--- config.mk ---
export PLATFORM = sky130hd
export DESIGN_NAME = wave_capture
export DESIGN_NICKNAME = d
export VERILOG_FILES = /design/src/rtl/wave_capture.sv
export SDC_FILE = /design/constraint.sdc
export NUM_CORES = 1
export LEC_CHECK = 0
export CELL_PAD_IN_SITES_DETAIL_PLACEMENT = 1
export CELL_PAD_IN_SITES_GLOBAL_PLACEMENT = 1
export CORE_AREA = 8 8 68 70
export CTS_CLUSTER_DIAMETER = 40
export DETAILED_ROUTE_END_ITERATION = 12
export DIE_AREA = 0 0 76 78
export GPL_ROUTABILITY_DRIVEN = 0
export PLACE_DENSITY = 0.78
export SLEW_MARGIN = 5
export SYNTH_ARGS = -nofsm -noshare
export SYNTH_HDL_FRONTEND = slang
export SYNTH_SLANG_ARGS = --single-unit
--- constraint.sdc ---
create_clock -name clk -period 3.82 [get_ports clk]
set_input_delay 0.573 -clock clk [delete_from_list [all_inputs] [get_ports clk]]
set_output_delay 0.573 -clock clk [all_outputs]
set_load 0.01 [all_outputs]
--- src/rtl/wave_capture.sv ---
// rtl/wave_capture.sv - zero-crossing triggered writer for the double-buffered waveform RAM
//
// Purpose: waits for a positive-going zero crossing in the signed audio stream,
// then writes the next 2^ADDR_BITS samples (top 8 bits, offset binary) into the
// RAM half the display is not reading. Once the frame is complete it waits for
// display vblank and flips read_index so the display picks up the new frame.
//
// Ports:
//   clk                system clock
//   reset              asynchronous active-low reset
//   new_sample_ready   one-cycle strobe, new_sample_in valid
//   new_sample_in      two's-complement audio sample
//   wave_display_idle  display not scanning the wave region (vblank)
//   write_address      RAM write address {half, index}
//   write_enable       RAM write strobe
//   write_sample       offset-binary 8-bit sample
//   read_index         RAM half the display reads
module wave_capture #(
  parameter int SAMPLE_WIDTH = 16,
  parameter int ADDR_BITS    = 8
) (
  input  logic                    clk,
  input  logic                    reset,
  input  logic                    new_sample_ready,
  input  logic [SAMPLE_WIDTH-1:0] new_sample_in,
  input  logic                    wave_display_idle,
  output logic [ADDR_BITS:0]      write_address,
  output logic                    write_enable,
  output logic [7:0]              write_sample,
  output logic                    read_index
);

  typedef enum logic [1:0] {
    ST_ARMED,
    ST_ACTIVE,
    ST_WAIT
  } state_e;

  state_e               state_q, state_d;
  logic [ADDR_BITS-1:0] count_q, count_d;
  logic                 prev_neg_q, prev_neg_d;
  logic [ADDR_BITS:0]   addr_q, addr_d;
  logic                 we_q, we_d;
  logic [7:0]           sample_q, sample_d;
  logic                 ri_q, ri_d;
  logic                 crossing;
  logic                 sample_lsbs_unused;

  // Only the top byte is stored and only the sign is needed for crossing detection.
  assign sample_lsbs_unused = ^new_sample_in[SAMPLE_WIDTH-9:0];

  // Zero counts as non-negative, so -x followed by 0 is a crossing.
  assign crossing = new_sample_ready & prev_neg_q & ~new_sample_in[SAMPLE_WIDTH-1];

  always_comb begin
    state_d    = state_q;
    count_d    = count_q;
    addr_d     = addr_q;
    sample_d   = sample_q;
    ri_d       = ri_q;
    we_d       = 1'b0;
    prev_neg_d = new_sample_ready ? new_sample_in[SAMPLE_WIDTH-1] : prev_neg_q;

    case (state_q)
      ST_ARMED: begin
        // The crossing sample itself is not written.
        if (crossing) begin
          count_d = '0;
          state_d = ST_ACTIVE;
        end
      end
      ST_ACTIVE: begin
        if (new_sample_ready) begin
          we_d     = 1'b1;
          addr_d   = {~ri_q, count_q};
          // Flipping the sign bit converts two's complement to offset binary.
          sample_d = new_sample_in[SAMPLE_WIDTH-1 -: 8] ^ 8'h80;
          count_d  = count_q + {{(ADDR_BITS-1){1'b0}}, 1'b1};
          if (count_q == {ADDR_BITS{1'b1}}) begin
            state_d = ST_WAIT;
          end
        end
      end
      ST_WAIT: begin
        // Leaving WAIT immediately guarantees one flip per frame even if idle stays high.
        if (wave_display_idle) begin
          ri_d    = ~ri_q;
          state_d = ST_ARMED;
        end
      end
      default: begin
        state_d = ST_ARMED;
      end
    endcase
  end

  always_ff @(posedge clk or negedge reset) begin
    if (!reset) begin
      state_q    <= ST_ARMED;
      count_q    <= '0;
      prev_neg_q <= 1'b0;
      addr_q     <= '0;
      we_q       <= 1'b0;
      sample_q   <= '0;
      ri_q       <= 1'b0;
    end else begin
      state_q    <= state_d;
      count_q    <= count_d;
      prev_neg_q <= prev_neg_d;
      addr_q     <= addr_d;
      we_q       <= we_d;
      sample_q   <= sample_d;
      ri_q       <= ri_d;
    end
  end

  assign write_address = addr_q;
  assign write_enable  = we_q;
  assign write_sample  = sample_q;
  assign read_index    = ri_q;

endmodule
Word level (Yosys, flattened, before mapping):

Cells that the tools add are included.

* add/subtract/negate cells: 1
* equality and inequality tests: 7
* multiplexer cells: 10
* bitwise logic cells: 4
* reduce and logical (&&, ||, !) cells: 6

Operators by type and width (number)
* $mux W8: 2
* $pmux W8 S2: 1
* $add A8 B1 Y8 const B: 1
* $eq A8 B8 Y1 const B: 1
* $mux W2: 4
* $ne A2 B2 Y1 const B: 4
* $pmux W2 S3: 1
* $reduce_and A2 Y1: 2
* $reduce_and A4 Y1: 1
* $reduce_and A3 Y1: 1
* $and A1 B1 Y1: 2
* $eq A2 B1 Y1 const B: 1
* $eq A2 B2 Y1 const B: 1
* $logic_not A2 Y1: 1
* $mux W1: 2
* $not A1 Y1: 2
* $reduce_bool A2 Y1: 1

* register bits: 30
* input bits: 20
* output and inout bits: 19
* logic and storage cells: 35

Depth between registers and ports, before layout:

* word-level depth: 4
* depth in mapped cells: 6
* mapped depth without buffers: 6

Least setup slack after synthesis:

No wires, ideal clock.

* kind: reg2reg
* start point: reg count_q[0]
* end point: reg count_q[6]
* library setup time: 0.073 ns
* arrival: 1.278 ns
* required time: 3.747 ns
* path slack: 2.469 ns
* cell stages (with the launch flop): 6
* buffers on the path: 0
* period minus slack after synthesis: 1.351 ns
* path through: dfrtp_1 ha_1 and3_1 and3_1 o21ba_1 a21oi_2

* word-level cells in the longest chain between the ends: 3

Ends and longest elaborated chain
* start: declaration: RTL line 40 `logic [ADDR_BITS-1:0] count_q, count_d;`
* start signal: assignment: RTL line 108 `count_q <= count_d;`
* $add A8 B1 Y8: RTL line 78 `count_d = count_q + {{(ADDR_BITS-1){1'b0}}, 1'b1};`
* $mux W8: RTL line 73 `if (new_sample_ready) begin`
* $pmux W8 S2: RTL line 64 `case (state_q)`

No other way between the ends. The select of a mux whose other input is x is not followed.
A chain may end at the register's enable or synchronous reset.

Worst setup path after layout:

* start point: in new_sample_ready
* end point: reg count_q[7]

* word-level cells in the longest chain between the ends: 4
* elaborated cells between the ends (all ways): 5
* those cells by class: 2 x eq/ne; 2 x bitwise; 1 x reduce/logical

Ends and longest elaborated chain
* start: declaration: RTL line 24 `input logic new_sample_ready,`
* $and A1 B1 Y1 (2 in series): RTL line 53 `assign crossing = new_sample_ready & prev_neg_q & ~new_sample_in[SAMPLE_WIDTH-1];`
* $ne A2 B2 Y1 (no source line)
* $reduce_and A3 Y1 (no source line) *

Every way passes the cells marked *; elsewhere a longest branch is shown, timed or not.

==> metrics.txt <==
Worst Hold Launch=write_address[0]; Hold Path Depth=2; Tot GR Track Use=about a tenth; die area=5930 um2; Worst EP arrival=2.60 ns; drc violations=0; Hold EP=write_address[0]; Ys Warns=0; Slew @ Worst Pin=0.444 ns; DR vias=995; Setup Crit Path Kind=primary input to register; # hold bufs at CTS=0; maximum number of pins on one net before global-route repair=31; flop2flop setup slack=approximately 1.8 ns; main combinational cell family by area after synthesis=simple AND/OR/NAND/NOR gates; Initial Util=34.6%; num rows=22; # IOs=39; Die Ht=78 um; Crit path largest cell delay=0.59 ns; Die Span X=76 um; crit path time final=2.41 ns; Lkg Pwr=approximately 0.00078 uW; Design Area, Final=1630 um2; CP top delay family=buffers and inverters; Layout area overhead=32.4%; VDD IR-drop max=approximately 0.22 mV; clock-pin slew on the worst setup and hold paths=0.09 ns; Fillers=400; Detail Route Antenna Nets=0; n_diodes=0; Synth area leaders=dfrtp_1 (61%), nand2_1 (17%), o21ai_0 (2.9%); max_cap viols=0; H-Tree Level Count=2; routed wire length=about 2900 um; leading area contributor after synthesis=dfrtp_1; TritonCTS Sinks=30; Yosys reg bits=30; CP cell instances=clkdlybuf4s50_1 > nand3_2 > inv_2 > nand4_2 > o211ai_1 > o31ai_1; Hold WC Path Type=register to register; most frequent cells in the layout=nand2_1 (55), dfrtp_1 (30), clkdlybuf4s50_1 (30); post-CTS sizing=0; max-slew violations=0; TritonRoute pass-1 iters=3; CP bufs+invs=2; combinational share of power=between 20% and 30%; Final Hold Vio Count=0; status=finished clean; CTS tree=built; grt total ovfl=0; WL/cell=14.0 um; crit path launch type=primary input; Synth cell types=27; clk buf depth=2; Simple-Gate Fraction of Synth Area=between 20% and 30%; utilization after layout=45.8%; Highest Clock Rate=415 MHz; register area=751 um2; Reg2Reg Capture Point=count_q[7]; post-synthesis mux area share=0.916%; final worst-path cycle share=between 60% and 70%; power density cells=492 nW/um2; Power Internal=553 uW; CTS buffer count=5; syn nets=146; CP max FO=24; Worst Path Required=4.01 ns; Clock Latency Late Sink=roughly 0.31 ns; post-synth top area share=about three fifths; first-pass GRT wire length=roughly 5100 um; clock skew=around 0.0074 ns; commonest non-fill, non-tap cell in the layout=nand2_1; Crit Reg-Reg Startpoint=state_q[1]; post-synthesis compound-gate area fraction=10.1%; Rel. slew slack=70.4%; Post-Syn Area=1230 um2; setup repair bufs after CTS=0; vias per std cell=about 4.8; Worst R2R Path Depth=6; Post-DP Area=1580 um2; Final setup viols=0; adder-cell share of the synthesized area=slightly above 1%; Synth Area in XOR/XNOR=0.713%; unrepaired setup endpoints after global routing=false; initial detailed-routing violation count=58; area of the multi-input gates=453 um2; core area=3550 um2; Clock power frac=21.1%; register area share after synthesis=approximately 61%; total chip power=800 uW; Critical Path Sink Type=register; sequential group share of total power=52.7%; Post-Syn Area per Cell=slightly below 10 um2; cell count after synthesis=125; clk root buf=clkbuf_4; CP max stage cell=clkdlybuf4s50_1; Buffers on Ports=30; Final #Nets=180; sw power=~250 uW; Sw Ratio=30.8%; vias in the first global route=1130; share of layout cells above drive strength 1=10.1%; Post-DP HPWL=2160 um; initial antenna violation count=0; Fin Setup TNS=0 ns
==> stage by stage <==
step,worst slack (ns),std cells,hold WS [ns]
finish,1.41,207,0.479
global route,1.20,207,0.501
global placement,1.13,200,0.458
detailed placement,1.06,200,0.464
CTS,1.39,207,0.488
floorplan,2.47,125,0.277
==> power by group through the flow <==
stage / sequential (uW) / clock (uW) / combinational [uW]
2_1_floorplan: 439 / 0 / 80.5
3_3_place_gp: 425 / 0 / 207
3_5_place_dp: 430 / 0 / 215
4_1_cts: 423 / 177 / 216
5_1_grt: 431 / 193 / 234
6_report: 422 / 168 / 210
==> kinds of logic (layout without fill, tap and decap cells) <==
family	Yosys count	after routing
AO/OA/AOI/OAI	18	18
XOR/XNOR	1	1
adder cells (fa/ha/maj)	1	1
buffers and inverters	6	40
flip-flops	30	30
multiplexers	1	1
AND/OR/NAND/NOR	68	68
==> synth_stat cells <==
cell type,number
a22o_1,1
nand3_1,3
nand3_2,1
nor2_1,2
buf_2,2
a41o_1,1
a31oi_2,1
xnor2_1,1
and3_1,3
o21ba_1,1
o32ai_1,1
a21oi_2,1
nand2_1,55
clkbuf_1,2
dfrtp_1,30
inv_2,2
ha_1,1
o31ai_1,1
o211ai_1,1
mux2_2,1
nand4_2,1
a21oi_1,1
nor3b_2,1
o21ai_1,2
nand2b_1,1
o21ai_0,7
nand3b_1,1
==> final cells by class <==
class                   instances  area share (%)
repair buffers                 31            18.9
well taps                      48            3.69
clock inverters                 2           0.615
clock buffers                   5            2.31
flip-flops and latches         30            46.2
inverters                       2           0.462
multi-input cells              89            27.8
==> registers in the layout, indices dropped and copies added (netlist names) <==
| name | cells |
|---|---|
| read_index | 1 |
| prev_neg_q | 1 |
| write_sample | 8 |
| state_q | 2 |
| count_q | 8 |
| write_address | 9 |
| write_enable | 1 |
==> worst reg2reg max path, stage by stage, from the launching register on <==
cell and delay [ns]:
dfrtp_1 0.41, inv_2 0.10, nand3_2 0.37, inv_2 0.49
nand4_2 0.21, o211ai_1 0.22, o31ai_1 0.11
==> worst max path at each step <==
stage               slack, ns              from          to  depth (start not counted)
floorplan                2.47        count_q[0]  count_q[6]                          5
global placement         1.13  new_sample_ready  count_q[7]                          6
detailed placement       1.06  new_sample_ready  count_q[7]                          6
CTS                      1.39  new_sample_ready  count_q[7]                          6
global route             1.20  new_sample_ready  count_q[7]                          6
finish                   1.41  new_sample_ready  count_q[7]                          6
==> layer usage <==
| layer | wire [um] | GRT usage [%] | vias to the layer above |
|---|---|---|---|
| met1 | 1140 | 10.1 | 499 |
| met3 | 155 | 4.38 | 0 |
| met5 | 0 | 0 | - |
| li1 | - | - | 478 |
| met2 | 1600 | 19.6 | 18 |
| met4 | 0 | 1.76 | 0 |
(Power assumes the default switching activity.)
